## src/rtl/md4_msg_padder.sv

```systemverilog
// md4_msg_padder: streaming MD4 message pre-processor.
// Packs a byte stream into 512-bit little-endian blocks and appends MD4 padding
// (0x80, zero fill, 64-bit little-endian bit length).
// Ports:
//   clk, rst              clock, asynchronous active-high reset
//   in_data/keep/last     source byte beat (keep=0 with last ends the message without a byte)
//   in_valid/in_ready     source handshake
//   blk_data              512-bit block, byte k at [8k+7:8k]
//   blk_first/blk_last    first block of message / final length-bearing block
//   blk_valid/blk_ready   block handshake
module md4_msg_padder #(
  parameter int unsigned CNT_W = 32
) (
  input  logic         clk,
  input  logic         rst,
  input  logic [7:0]   in_data,
  input  logic         in_keep,
  input  logic         in_last,
  input  logic         in_valid,
  output logic         in_ready,
  output logic [511:0] blk_data,
  output logic         blk_first,
  output logic         blk_last,
  output logic         blk_valid,
  input  logic         blk_ready
);

  localparam int unsigned IDX_W = 6;
  localparam int unsigned BLK_W = 512;

  localparam logic [1:0] S_ACCEPT     = 2'd0;
  localparam logic [1:0] S_EMIT_DATA  = 2'd1;
  localparam logic [1:0] S_EMIT_PAD1  = 2'd2;
  localparam logic [1:0] S_EMIT_FINAL = 2'd3;

  logic [1:0]       state_q, state_d;
  logic [IDX_W-1:0] idx_q, idx_d;
  logic [CNT_W-1:0] cnt_q, cnt_d;
  logic [BLK_W-1:0] buf_q, buf_d;
  logic             first_q, first_d;
  logic             pend_last_q, pend_last_d;
  logic             in_ready_q, in_ready_d;
  logic             blk_valid_q, blk_valid_d;
  logic             blk_first_q, blk_first_d;
  logic             blk_last_q, blk_last_d;

  logic             in_fire;
  logic             blk_fire;
  logic [IDX_W:0]   fill;
  logic [CNT_W-1:0] cnt_inc;

  // Message bit count, zero-extended or truncated to the 64-bit length field.
  function automatic logic [63:0] bit_len(input logic [CNT_W-1:0] c);
    logic [CNT_W+2:0] b;
    b = {c, 3'b000};
    return 64'(b);
  endfunction

  // State and registered outputs.
  always_ff @(posedge clk or posedge rst) begin
    if (rst) begin
      state_q     <= S_ACCEPT;
      idx_q       <= '0;
      cnt_q       <= '0;
      buf_q       <= '0;
      first_q     <= 1'b1;
      pend_last_q <= 1'b0;
      in_ready_q  <= 1'b0;
      blk_valid_q <= 1'b0;
      blk_first_q <= 1'b0;
      blk_last_q  <= 1'b0;
    end else begin
      state_q     <= state_d;
      idx_q       <= idx_d;
      cnt_q       <= cnt_d;
      buf_q       <= buf_d;
      first_q     <= first_d;
      pend_last_q <= pend_last_d;
      in_ready_q  <= in_ready_d;
      blk_valid_q <= blk_valid_d;
      blk_first_q <= blk_first_d;
      blk_last_q  <= blk_last_d;
    end
  end

  // Next-state, buffer update and padding.
  always_comb begin
    state_d     = state_q;
    idx_d       = idx_q;
    cnt_d       = cnt_q;
    buf_d       = buf_q;
    first_d     = first_q;
    pend_last_d = pend_last_q;

    in_fire  = in_valid & in_ready_q;
    blk_fire = blk_valid_q & blk_ready;
    // Bytes held after this beat; bit 6 set means the block just filled.
    fill     = {1'b0, idx_q} + (IDX_W+1)'(in_keep);
    cnt_inc  = cnt_q + CNT_W'(in_keep);

    case (state_q)
      S_ACCEPT: begin
        if (in_fire) begin
          if (in_keep) begin
            buf_d[{idx_q, 3'b000} +: 8] = in_data;
            idx_d = idx_q + 6'd1;
            cnt_d = cnt_inc;
          end
          if (fill[IDX_W]) begin
            state_d     = S_EMIT_DATA;
            pend_last_d = in_last;
          end else if (in_last) begin
            // Bytes above the fill point are already zero: the buffer is cleared
            // whenever a block leaves.
            buf_d[{fill[IDX_W-1:0], 3'b000} +: 8] = 8'h80;
            if (fill <= 7'd55) begin
              buf_d[511:448] = bit_len(cnt_inc);
              state_d        = S_EMIT_FINAL;
            end else begin
              state_d = S_EMIT_PAD1;
            end
          end
        end
      end
      S_EMIT_DATA: begin
        if (blk_fire) begin
          first_d     = 1'b0;
          pend_last_d = 1'b0;
          buf_d       = '0;
          if (pend_last_q) begin
            buf_d[7:0]     = 8'h80;
            buf_d[511:448] = bit_len(cnt_q);
            state_d        = S_EMIT_FINAL;
          end else begin
            state_d = S_ACCEPT;
          end
        end
      end
      S_EMIT_PAD1: begin
        if (blk_fire) begin
          first_d        = 1'b0;
          buf_d          = '0;
          buf_d[511:448] = bit_len(cnt_q);
          state_d        = S_EMIT_FINAL;
        end
      end
      default: begin
        if (blk_fire) begin
          buf_d   = '0;
          idx_d   = '0;
          cnt_d   = '0;
          first_d = 1'b1;
          state_d = S_ACCEPT;
        end
      end
    endcase

    in_ready_d  = (state_d == S_ACCEPT);
    blk_valid_d = (state_d != S_ACCEPT);
    blk_first_d = blk_valid_d & first_d;
    blk_last_d  = (state_d == S_EMIT_FINAL);
  end

  assign in_ready  = in_ready_q;
  assign blk_data  = buf_q;
  assign blk_first = blk_first_q;
  assign blk_last  = blk_last_q;
  assign blk_valid = blk_valid_q;

endmodule

```

## config.mk

```make
export PLATFORM = sky130hd
export DESIGN_NAME = md4_msg_padder
export DESIGN_NICKNAME = d
export VERILOG_FILES = /design/src/rtl/md4_msg_padder.sv
export SDC_FILE = /design/constraint.sdc
export NUM_CORES = 2
export LEC_CHECK = 0
export CORE_MARGIN = 2
export CORE_UTILIZATION = 42
export DETAILED_ROUTE_END_ITERATION = 10
export GPL_ROUTABILITY_DRIVEN = 0
export PLACE_DENSITY_LB_ADDON = 0.2
export SETUP_SLACK_MARGIN = 0.2
export SYNTH_ARGS = -nofsm -noshare
export SYNTH_HDL_FRONTEND = slang
export SYNTH_SLANG_ARGS = --single-unit
```

## constraint.sdc

```tcl
create_clock -name clk -period 55.4 [get_ports clk]
set_input_delay 11.08 -clock clk [delete_from_list [all_inputs] [get_ports clk]]
set_output_delay 11.08 -clock clk [all_outputs]
set_load 0.01 [all_outputs]
```

# Word level (Yosys, flattened, before mapping)
# Cells that the tools add are included.
# W data, S select, Z words.
[word_totals]
ff_bits = 558
input_bits = 14
output_inout_bits = 516
word_cells = 80
[classes]
add_sub_neg = 5
order_cmp = 1
eq_ne = 8
shift = 4
n_mux = 39
bitwise = 4
reduce_logical = 9
[ops]
columns = ["cell", "n"]
rows = [
  ["$mux W512", 9],
  ["$pmux W512 S3", 1],
  ["$bwmux W512", 2],
  ["$shift A8 B11 Y512 const A", 2],
  ["$shiftx A8 B11 Y512", 1],
  ["$shiftx A8 B11 Y512 const A", 1],
  ["$mux W32", 3],
  ["$mux W64", 1],
  ["$pmux W32 S2", 1],
  ["$mux W35", 1],
  ["$add A32 B1 Y32", 1],
  ["$neg A9 Y11", 2],
  ["$mux W6", 3],
  ["$mux W2", 7],
  ["$pmux W6 S2", 1],
  ["$reduce_and A4 Y1", 3],
  ["$ne A2 B2 Y1 const B", 5],
  ["$mux W8", 1],
  ["$add A6 B1 Y7", 1],
  ["$le A7 B6 Y1 const B", 1],
  ["$add A6 B1 Y6 const B", 1],
  ["$mux W1", 6],
  ["$pmux W2 S3", 1],
  ["$reduce_bool A2 Y1", 3],
  ["7 further kinds", 12],
]

# Depth between registers and ports, before layout
[depth]
ltp_word = 12
mapped_depth = 13
depth_no_buf = 10

# Worst setup path after synthesis
# Ideal clock, no wire load.
[synth_path]
path_kind = "input port to flip-flop"
from = "input port in_keep"
to = "register buf_q[155] (netlist: blk_data[155])"
t_arrival_ns = 13.708
required_ns = 55.257
slack_ns = 41.549
cell_stages = 13
path_buffers = 3
cell_sequence = "ha_1 > ha_1 > inv_1 > ha_1 > clkbuf_1 > nand2b_1 > o21a_1 > or3_1 > buf_2 > buf_2 > a21o_1 > a21oi_2 > o32ai_1"
[synth_via]
elab_chain_cells = 8
elab_cells_between_ends = 12
cone_classes = "add/sub (2); shift (2); mux (8)"
[synth_lines]
columns = ["element", "line", "rtl"]
rows = [
  ["from (decl)", "17", "input logic in_keep,"],
  ["$add A6 B1 Y7 / $mux W512 (equally long branches)", "98, 104", ""],
  ["$neg A9 Y11 / $mux W512 (equally long branches)", "115, 103", ""],
  ["$shiftx A8 B11 Y512, or another cell as far along", "115", "buf_d[{fill[IDX_W-1:0], 3'b000} +: 8] = 8'h80;"],
  ["$bwmux W512", "115", ""],
  ["$mux W512", "112", "end else if (in_last) begin"],
  ["$mux W512 (*)", "109", "if (fill[IDX_W]) begin"],
  ["$mux W512 (*)", "103", "if (in_fire) begin"],
  ["$pmux W512 S3 (*)", "101", "case (state_q)"],
  ["to (signal assigned)", "76", "buf_q <= buf_d;"],
  ["to (decl)", "39", "logic [BLK_W-1:0] buf_q, buf_d;"],
]
# Mark *: on every way between the ends. The rest lies on a longest branch, timed or not. The select of a mux whose other input is x is not followed.
# A chain may end at the register's enable or synchronous reset.

# Worst setup path in the final report
[layout_path]
from = "input port in_keep"
to = "register buf_q[135] (netlist: blk_data[135])"
# The elaborated chain is that of the path after synthesis.

==> flow_summary.ini <==
[routing]
postRouteAntennaNets = 0
drt-pass1-iter-count = 7
vias = 23800
wl_per_cell_um = 28.6
totalWireLength_um = 106000
drt_iter0_markers = 2722
drc = 0
viasPerCell = 6.43

[floorplanning]
die_area_um2 = 63600
io_pins = 530
floorplan.die.height_um = 252
fp-row-count = 90
die_x_um = 252
initial_core_util = 0.427
core_area_um2 = 60600

[worst_hold_path]
min_to = blk_data[231]
hp-class = reg -> reg
hp-start = blk_data[231]
holdPathStages = 2

[flow_run]
max_cap_viol_count = 0

[power_and_ir_drop]
switching_share = 0.400
p_comb_frac = 0.328
leakage_nw = 13.6
clockPowerShare = 0.332
report.power.total_mw = 1.27
ir_drop_mv = 0.0230
seqPwrFrac = 0.340
power.switching_mw = 0.510
cellInternalPower_mw = 0.763
power.density_nw_per_um2 = 37.7

[clock_tree]
cts_tree = yes
cts.path.max_buffers = 3
cts_inserted_buffers = 58
ctsRootBufferMaster = clkbuf_16
cts_sinks = 558
h-tree-depth = 2
clkTransAtPathRegs_ps = 60
postCtsSetupRepairBufs = 0
insertion_delay_ps = 650
cts-resized-gates = 0
postCtsHoldBufs = 0

[worst_setup_path]
path_class = in -> reg
cp-end-kind = flop
r2r_setup_slack_ps = 50170
critPathLaunchType = input pin
reg2reg_depth = 9
critPathRequiredTime_ps = 55920
timing.rr.start = idx_q[0]
path_max_fanout = 18
r2r_end = blk_data[135]
critical_path_arrival_ps = 15910

[global_route]
grt_pass1_wl_um = 155000
grt_start_max_net_pins = 173
grt_usage = 0.326
grt_overflow = 0
grt_pass1_vias = 22800
antenna_found_initial = 2

[synth]
synth.top_cell.area_share = 0.539
yosysTopAreaCell = dfrtp_1
synth-async-reset-ratio = 1.00
ys.flop_type = dfrtp_1
ys_seq_area_frac = 0.540
synthTopCellsByArea = dfrtp_1, o2bb2ai_1, a22o_1
synth.avg_cell_area_um2 = 10.7
synth_commonest_cells = dfrtp_1, nand2_1, o2bb2ai_1
synth.distinct_cells = 94
synth_edf_count = 0
yosysWarnings = 0
syn-cell-area_um2 = 25900
syn_nets = 2451
synth.ff_latch_count = 558
netlist_instances = 2420
yosysMostFrequentCell = dfrtp_1

[placed_design]
numPortBuffers = 529
hpwlAfterDp_um = 76000

[layout]
nets = 2912
drive_gt1_frac = 0.0786
fill_cells = 5212
area_growth_syn_to_layout_pct = 30.7
final_util = 0.558

[sta]
fin_crit_ps = 15400
tns_ps = 0
fmax_ghz = 0.0649
min_period_over_period = 0.278
rsz0062_at_grt = false
worstMarginPinSlew_ps = 1260
skew_ps = 39.0
slew_viol_final = 0
hold_viol = 0
setup_viol_count_final = 0
slew_headroom = 0.158

[status]
status = finished, final reports clean
## worst max path at each step
stage          slack [ps]     from            end
2_1_floorplan       28720      rst    blk_data[0]
3_3_place_gp        39790  in_keep  blk_data[195]
3_5_place_dp        39560  in_keep  blk_data[135]
4_1_cts             40230  in_keep  blk_data[135]
5_1_grt             39890  in_keep  blk_data[135]
6_report            40000  in_keep  blk_data[135]
## per-stage QoR
step | hold WS (ps) | worst slack (ps) | area (µm²) | cells
detailed placement | 473 | 39560 | 31700 | 3603
global route | 504 | 39890 | 33800 | 3708
floorplan | 466 | 28720 | 25900 | 2420
global placement | 466 | 39790 | 31700 | 3603
finish | 481 | 40000 | 33800 | 3708
CTS | 488 | 40230 | 33800 | 3707
## layer usage
metal  vias up  track usage  part of all wire
met3       293       0.0790             0.099
met1     12000        0.430              0.39
met4         2        0.153             0.053
li1      10100            -                 -
met5         -            0           0.00017
met2      1476        0.507              0.46
## kinds of logic (layout without fill, tap and decap cells)
kind of cell	count (synthesis)	count (layout)	share of synthesized area
xor+xnor	31	31	0.0117
flops	558	558	0.540
fa+ha+maj	17	17	0.00823
buf+inv	268	773	0.0420
mux	15	15	0.00644
compound gates	951	951	0.274
simple gates	580	580	0.118
other cells	0	1	0
## layout by cell type, fill, tap and decap left out, types with 17 or more instances in the layout
cell | synthesis | final
inv_1 | 113 | 112
a21oi_1 | 92 | 92
clkbuf_16 | 0 | 59
a22o_1 | 141 | 141
ha_1 | 17 | 17
nor3_2 | 20 | 19
nand3_1 | 94 | 94
a221o_1 | 22 | 22
xor2_1 | 19 | 19
nand2_1 | 180 | 180
dfrtp_1 | 557 | 556
clkbuf_8 | 0 | 20
a21o_1 | 45 | 45
o22ai_1 | 85 | 85
o21ai_0 | 151 | 151
nand4_1 | 20 | 20
nor3_1 | 43 | 42
clkdlybuf4s50_1 | 0 | 529
o21ai_1 | 47 | 46
o2bb2ai_1 | 162 | 162
a32o_1 | 47 | 47
buf_4 | 6 | 26
nor2_1 | 113 | 112
## sequential cells by signal, summed over array words and instances (netlist names)
signal	count
blk_first	1
in_ready	1
cnt_q	32
first_q	1
state_q	2
blk_valid	1
blk_last	1
idx_q	6
pend_last_q	1
blk_data	512
## power by group through the flow
stage               sequential (mW)  combinational (mW)  clock (mW)
global placement              0.439               0.394           0
detailed placement            0.439               0.405           0
finish                        0.432               0.418       0.423
global route                  0.433               0.438       0.442
floorplan                     0.436               0.260           0
CTS                           0.432               0.405       0.425
## worst max-delay path, cell delays in order
cell and delay, ps:
clkdlybuf4s50_1 840, ha_1 360, nand3_1 230, o21a_1 290, nor2_2 670, nand3_1 700
and2_1 610, nand2b_1 660, o21ai_0 450
## area by class of cell
cell class / count / area, µm² / share of cell area
well taps: 782 / 978 / 0.0289
multi-input cells: 1594 / 10900 / 0.321
clock inverters: 15 / 269 / 0.00796
flip-flops and latches: 558 / 14000 / 0.413
diodes: 1 / 2.50 / 0.0000740
clock buffers: 89 / 1790 / 0.0529
inverters: 113 / 432 / 0.0128
repair buffers: 556 / 5510 / 0.163
(Power assumes the default switching activity.)
